===== config.mk =====
export PLATFORM = sky130hd
export DESIGN_NAME = mext_acu
export DESIGN_NICKNAME = d
export VERILOG_FILES = /design/src/rtl/mext_acu.sv
export SDC_FILE = /design/constraint.sdc
export NUM_CORES = 1
export LEC_CHECK = 0
export ABC_AREA = 1
export CORE_MARGIN = 3
export CORE_UTILIZATION = 47
export CTS_CLUSTER_SIZE = 40
export DETAILED_ROUTE_END_ITERATION = 8
export GPL_TIMING_DRIVEN = 0
export HOLD_SLACK_MARGIN = 0.05
export PLACE_DENSITY = 0.73
export SLEW_MARGIN = 20
export SYNTH_ARGS = -nofsm -noshare
export SYNTH_HDL_FRONTEND = slang
export SYNTH_SLANG_ARGS = --single-unit

===== constraint.sdc =====
create_clock -name MEXT_ACU_CLOCK_50 -period 1.7 [get_ports MEXT_ACU_CLOCK_50]
set_clock_uncertainty 0.1 [all_clocks]
set_input_delay 0.34 -clock MEXT_ACU_CLOCK_50 [delete_from_list [all_inputs] [get_ports MEXT_ACU_CLOCK_50]]
set_output_delay 0.34 -clock MEXT_ACU_CLOCK_50 [all_outputs]
set_load 0.03 [all_outputs]

===== src/rtl/mext_acu.sv =====
// mext_acu -- ALU control unit with multiply/divide sequencing.
//
// Decodes the ALU operation for the execute stage. M-extension ops are
// accepted into a small FSM that drives a multi-cycle multiply/divide unit.
// The FSM stalls fetch/decode until the result is ready.
//
// Ports:
//   MEXT_ACU_CLOCK_50           in   clock, rising edge
//   MEXT_ACU_RESET_InHigh       in   synchronous active-high reset
//   MEXT_ACU_Valid_In           in   instruction in decode is valid
//   MEXT_ACU_AluOP_InBUS[1:0]   in   main-decoder ALU op class
//   MEXT_ACU_Funt3_InBUS[2:0]   in   funct3 field
//   MEXT_ACU_Funt7_b5           in   funct7 bit 5
//   MEXT_ACU_Funt7_b0           in   funct7 bit 0 (M-extension select)
//   MEXT_ACU_Opcode_b5          in   opcode bit 5 (1 = R-type)
//   MEXT_ACU_DivZero_In         in   divisor operand is zero
//   MEXT_ACU_AluControl_OutBUS  out  ALU/MDU operation code
//   MEXT_ACU_Stall_Out          out  hold fetch/decode
//   MEXT_ACU_Start_Out          out  one-cycle load pulse to the MDU
//   MEXT_ACU_Step_Out           out  MDU iterate enable
//   MEXT_ACU_Done_Out           out  one-cycle result-valid pulse
module mext_acu #(
    parameter int MUL_LATENCY = 4,
    parameter int DIV_LATENCY = 32,
    parameter int CNT_WIDTH   = 6
) (
    input  logic       MEXT_ACU_CLOCK_50,
    input  logic       MEXT_ACU_RESET_InHigh,
    input  logic       MEXT_ACU_Valid_In,
    input  logic [1:0] MEXT_ACU_AluOP_InBUS,
    input  logic [2:0] MEXT_ACU_Funt3_InBUS,
    input  logic       MEXT_ACU_Funt7_b5,
    input  logic       MEXT_ACU_Funt7_b0,
    input  logic       MEXT_ACU_Opcode_b5,
    input  logic       MEXT_ACU_DivZero_In,
    output logic [4:0] MEXT_ACU_AluControl_OutBUS,
    output logic       MEXT_ACU_Stall_Out,
    output logic       MEXT_ACU_Start_Out,
    output logic       MEXT_ACU_Step_Out,
    output logic       MEXT_ACU_Done_Out
);

    typedef enum logic [1:0] {IDLE, MUL_RUN, DIV_RUN, DONE} state_t;

    state_t               state_q, state_d;
    logic [CNT_WIDTH-1:0] cnt_q, cnt_d;
    logic [4:0]           code_q, code_d;
    logic [4:0]           dec_code;
    logic                 is_mop;

    // M-ext only exists for R-type under AluOP 00; I-type with funct7[0]
    // set is an ordinary immediate op.
    assign is_mop = (MEXT_ACU_AluOP_InBUS == 2'b00) && MEXT_ACU_Opcode_b5
                    && MEXT_ACU_Funt7_b0;

    always_comb begin
        dec_code = 5'd0;
        case (MEXT_ACU_AluOP_InBUS)
            2'b01: dec_code = 5'd0;
            2'b10: dec_code = 5'd11;
            2'b11: dec_code = 5'd10;
            default: begin
                if (is_mop) begin
                    dec_code = {2'b10, MEXT_ACU_Funt3_InBUS};
                end else begin
                    case (MEXT_ACU_Funt3_InBUS)
                        3'b000: dec_code = (MEXT_ACU_Opcode_b5 && MEXT_ACU_Funt7_b5) ? 5'd1 : 5'd0;
                        3'b001: dec_code = 5'd2;
                        3'b010: dec_code = 5'd3;
                        3'b011: dec_code = 5'd4;
                        3'b100: dec_code = 5'd5;
                        3'b101: dec_code = MEXT_ACU_Funt7_b5 ? 5'd7 : 5'd6;
                        3'b110: dec_code = 5'd8;
                        default: dec_code = 5'd9;
                    endcase
                end
            end
        endcase
    end

    always_comb begin
        state_d                    = state_q;
        cnt_d                      = cnt_q;
        code_d                     = code_q;
        MEXT_ACU_AluControl_OutBUS = code_q;
        MEXT_ACU_Stall_Out         = 1'b0;
        MEXT_ACU_Start_Out         = 1'b0;
        MEXT_ACU_Step_Out          = 1'b0;
        MEXT_ACU_Done_Out          = 1'b0;
        case (state_q)
            IDLE: begin
                MEXT_ACU_AluControl_OutBUS = dec_code;
                if (MEXT_ACU_Valid_In && is_mop) begin
                    MEXT_ACU_Start_Out = 1'b1;
                    MEXT_ACU_Stall_Out = 1'b1;
                    code_d             = dec_code;
                    if (!MEXT_ACU_Funt3_InBUS[2]) begin
                        state_d = MUL_RUN;
                        cnt_d   = CNT_WIDTH'(MUL_LATENCY - 1);
                    end else if (MEXT_ACU_DivZero_In) begin
                        // Divide-by-zero result is fixed; skip iterating.
                        state_d = DONE;
                    end else begin
                        state_d = DIV_RUN;
                        cnt_d   = CNT_WIDTH'(DIV_LATENCY - 1);
                    end
                end
            end
            MUL_RUN, DIV_RUN: begin
                MEXT_ACU_Step_Out  = 1'b1;
                MEXT_ACU_Stall_Out = 1'b1;
                if (cnt_q == '0) state_d = DONE;
                else             cnt_d   = cnt_q - CNT_WIDTH'(1);
            end
            default: begin
                MEXT_ACU_Done_Out = 1'b1;
                state_d           = IDLE;
            end
        endcase
        // Outputs are quiet while reset is held, not just after the edge.
        if (MEXT_ACU_RESET_InHigh) begin
            MEXT_ACU_AluControl_OutBUS = 5'd0;
            MEXT_ACU_Stall_Out         = 1'b0;
            MEXT_ACU_Start_Out         = 1'b0;
            MEXT_ACU_Step_Out          = 1'b0;
            MEXT_ACU_Done_Out          = 1'b0;
        end
    end

    always_ff @(posedge MEXT_ACU_CLOCK_50) begin
        if (MEXT_ACU_RESET_InHigh) begin
            state_q <= IDLE;
            cnt_q   <= '0;
            code_q  <= 5'd0;
        end else begin
            state_q <= state_d;
            cnt_q   <= cnt_d;
            code_q  <= code_d;
        end
    end

endmodule

==> results.py <==
metrics = {
    "setup_path": {
        "end_kind": "output pin",
        "cp_top_family": "simple AND/OR/NAND/NOR gates",
        "critPathKind": "in2out",
        "cpPeakStageDelay_ns": 0.18,
        "arrival_ns": 1.43,
        "cpMaxStageDelayCell": "nor2_4",
        "cp-start-kind": "input pin",
        "path_buf_inv": 4,
        "worstPathMaxFanout": 4,
        "required_ns": 1.26,
        "cpMostUsedCell": "nor2_4",
        "path_cells": "buf_4 > nor2_4 > buf_12 > nand3_4 > nor2_4 > inv_2 > nor2_4 > nor2_4 > nor2_4 > buf_6",
    },
    "global_route": {
        "grt_pass1_wl_mm": 4.64,
        "grt_pass1_vias": 1045,
        "grt_max_degree": 11,
        "grt_remaining_overflow": 0,
        "grt_usage_pct": 23.0,
        "grt_antenna_before_repair": 0,
    },
    "placed_design": {
        "place_area_um2": 1260,
        "gp_congestion": 0.805,
        "dpl.hpwl_mm": 1.89,
        "port_buffers": 19,
    },
    "clocking": {
        "cts_tree": "yes",
        "clkSlewWorstSetupHoldPaths_ns": 0.08,
        "clock-sinks": 13,
        "insertion_delay_ns": 0.28,
        "cts_max_level": 1,
        "clk_path_buf_depth": 2,
        "numCtsBuffers": 3,
        "root_buffer": "clkbuf_4",
    },
    "job": {
        "maxCapViolCount": 0,
    },
    "floorplanning": {
        "rows": 16,
        "initial_core_util_pct": 50.3,
        "io_pins": 21,
        "core_area_um2": 1980,
        "die_w_um": 52.0,
        "dieArea_um2": 2710,
        "fp.dieH_um": 52.0,
    },
    "routing": {
        "viasPerCell": 5.07,
        "wl_mm": 2.75,
        "dr.first_iter.drc_count": 16,
        "avgRoutedWirePerCell_um": 12.0,
        "post-route-drc-count": 0,
        "postRouteAntennaNets": 0,
        "route.vias.total": 1165,
        "drt_first_pass_iters": 4,
    },
    "layout": {
        "design_area_um2": 1450,
        "area_growth_pct": 45.4,
        "nets": 220,
        "multiInputGateArea_um2": 727,
        "antenna_cells": 0,
        "final.fill_count": 156,
        "final_util_pct": 73.0,
        "seq_area_um2": 263,
        "drive_gt1_share_pct": 36.5,
    },
    "power_and_ir_drop": {
        "max-vdd-ir-drop_mv": 1.27,
        "p_leak_nw": 0.702,
        "powerDensity_nw_per_um2": 1770,
    },
    "sta": {
        "drv_slew": 0,
        "fin_crit_sh_pct": 110,
        "tightest_slew_ns": 0.244,
        "rsz0062_at_grt": "yes",
        "setup_slack_ns": -0.173,
        "min_period_ns": 1.87,
        "finalSetupViolations": 9,
        "slew-limit-headroom_pct": 83.7,
        "hold_viol": 0,
        "max_freq_mhz": 534,
    },
    "yosys": {
        "yosys_register_bits": 13,
        "synth_cell_types": 21,
        "async_flop_share_pct": 0,
        "avgSynthCellArea_um2": 6.07,
        "yosysWarnings": 0,
        "ys_seq_area_share_pct": 26.1,
        "syn_inst": 164,
        "netlist_area_um2": 996,
        "synth_edf_count": 0,
        "ys.flop_type": "dfxtp_1",
        "synth_nets": 180,
    },
    "status": {
        "status": "complete, but fails checks",
        "violations": "negative setup slack",
    },
    "hold_path": {
        "hp-class": "in2reg",
    },
}
registers in the layout, summed over array words and instances, names as in the netlist:
register,cells
code_q,5
cnt_q,6
state_q,2
synth_stat cells (2+ instances only):
library cell  count  area (µm²)
nor2_1           25        93.8
nand4_1           2        12.5
dfxtp_1          13         260
a21oi_1          14        70.1
nor2_4            4        45.0
o21ai_0          10        50.1
nand3_1           9        45.0
inv_1            20        75.1
nand2_2           4        25.0
nand2_1          42         158
buf_2             2        10.0
nor2_2            2        12.5
inv_2             3        11.3
ha_1              4        50.1
o21ai_1           4        20.0
layer usage:
layer / global-route usage, % / share of wire, % / vias to the layer above / wire [µm]
li1: - / - / 598 / -
met1: 25.5 / 41 / 542 / 1110
met2: 42.3 / 54 / 18 / 1490
met3: 4.87 / 3.2 / 7 / 87
met4: 8.30 / 1.9 / 0 / 53
met5: 0 / 0 / - / 0
worst reg2reg max path: cells and delay by family (launching register included):
family	cells	cell delay, ns
buf+inv	3	0.34
compound gates	3	0.29
fa+ha+maj	1	0.28
simple gates	2	0.21
flops	1	0.34
final timing paths:
path                            from                  to  slack [ns]  cells past startpoint
min reg2reg                code_q[3]           code_q[3]        0.38                      2
max reg2reg               state_q[1]          state_q[0]        0.08                      9
min            MEXT_ACU_RESET_InHigh            cnt_q[5]        0.29                      2
max          MEXT_ACU_AluOP_InBUS[1]  MEXT_ACU_Stall_Out       -0.17                     10
area by class of cell:
type	count	area share (%)
Multi-Input combinational cell	125	50.2
Buffer	3	1.47
Inverter	23	6.40
Timing Repair Buffer	35	19.6
Clock buffer	4	1.82
Tap cell	27	2.33
Sequential cell	13	18.2
timing repair:
action,CTS,global route
hold buffers,0,0
pin swaps,13,5
hold endpoints to repair,0,0
gates resized for setup,99,9
buffers inserted,11,5
setup endpoints to repair,10,10
logic make-up after synthesis:
kind of cell	synth area share [%]
AND/OR/NAND/NOR	41.6
AO/OA/AOI/OAI	15.6
buffers and inverters	10.8
flip-flops	26.1
adder cells (fa/ha/maj)	5.03
XOR/XNOR	0.880
power breakdown:
part | internal (mW) | switching, mW | total (mW)
clock network | 0.0912 | 0.104 | 0.196
registers | 0.393 | 0.0551 | 0.449
logic | 0.777 | 1.14 | 1.91
cells in the final DEF (no fill, tap or decap), drive strengths merged:
master	synthesis	routed
clkbuf	0	4
clkdlybuf4s15	0	2
nand4	2	2
clkinvlp	0	1
clkdlybuf4s50	0	1
nor3	1	1
o21ai	15	15
xor2	1	1
nand3	10	10
buf	3	33
a21oi	14	14
dfxtp	13	13
dlygate4sd2	0	2
nor2	31	31
a31oi	1	1
inv	23	22
nand2	46	46
ha	4	4
metrics by stage:
| step | setup slack (ns) | TNS, ns | power (mW) | hold WS (ns) | cells |
|---|---|---|---|---|---|
| 6_report | -0.173 | -1.06 | 2.56 | 0.291 | 230 |
| 5_1_grt | -0.227 | -1.61 | 2.77 | 0.314 | 230 |
| 4_1_cts | -0.172 | -1.02 | 2.50 | 0.296 | 225 |
| 3_5_place_dp | -1.12 | -8.17 | 2.09 | 0.350 | 210 |
| 3_3_place_gp | -1.08 | -7.78 | 2.06 | 0.334 | 210 |
| 2_1_floorplan | -0.0854 | -0.0988 | 1.72 | 0.320 | 164 |
(Power assumes the default switching activity.)
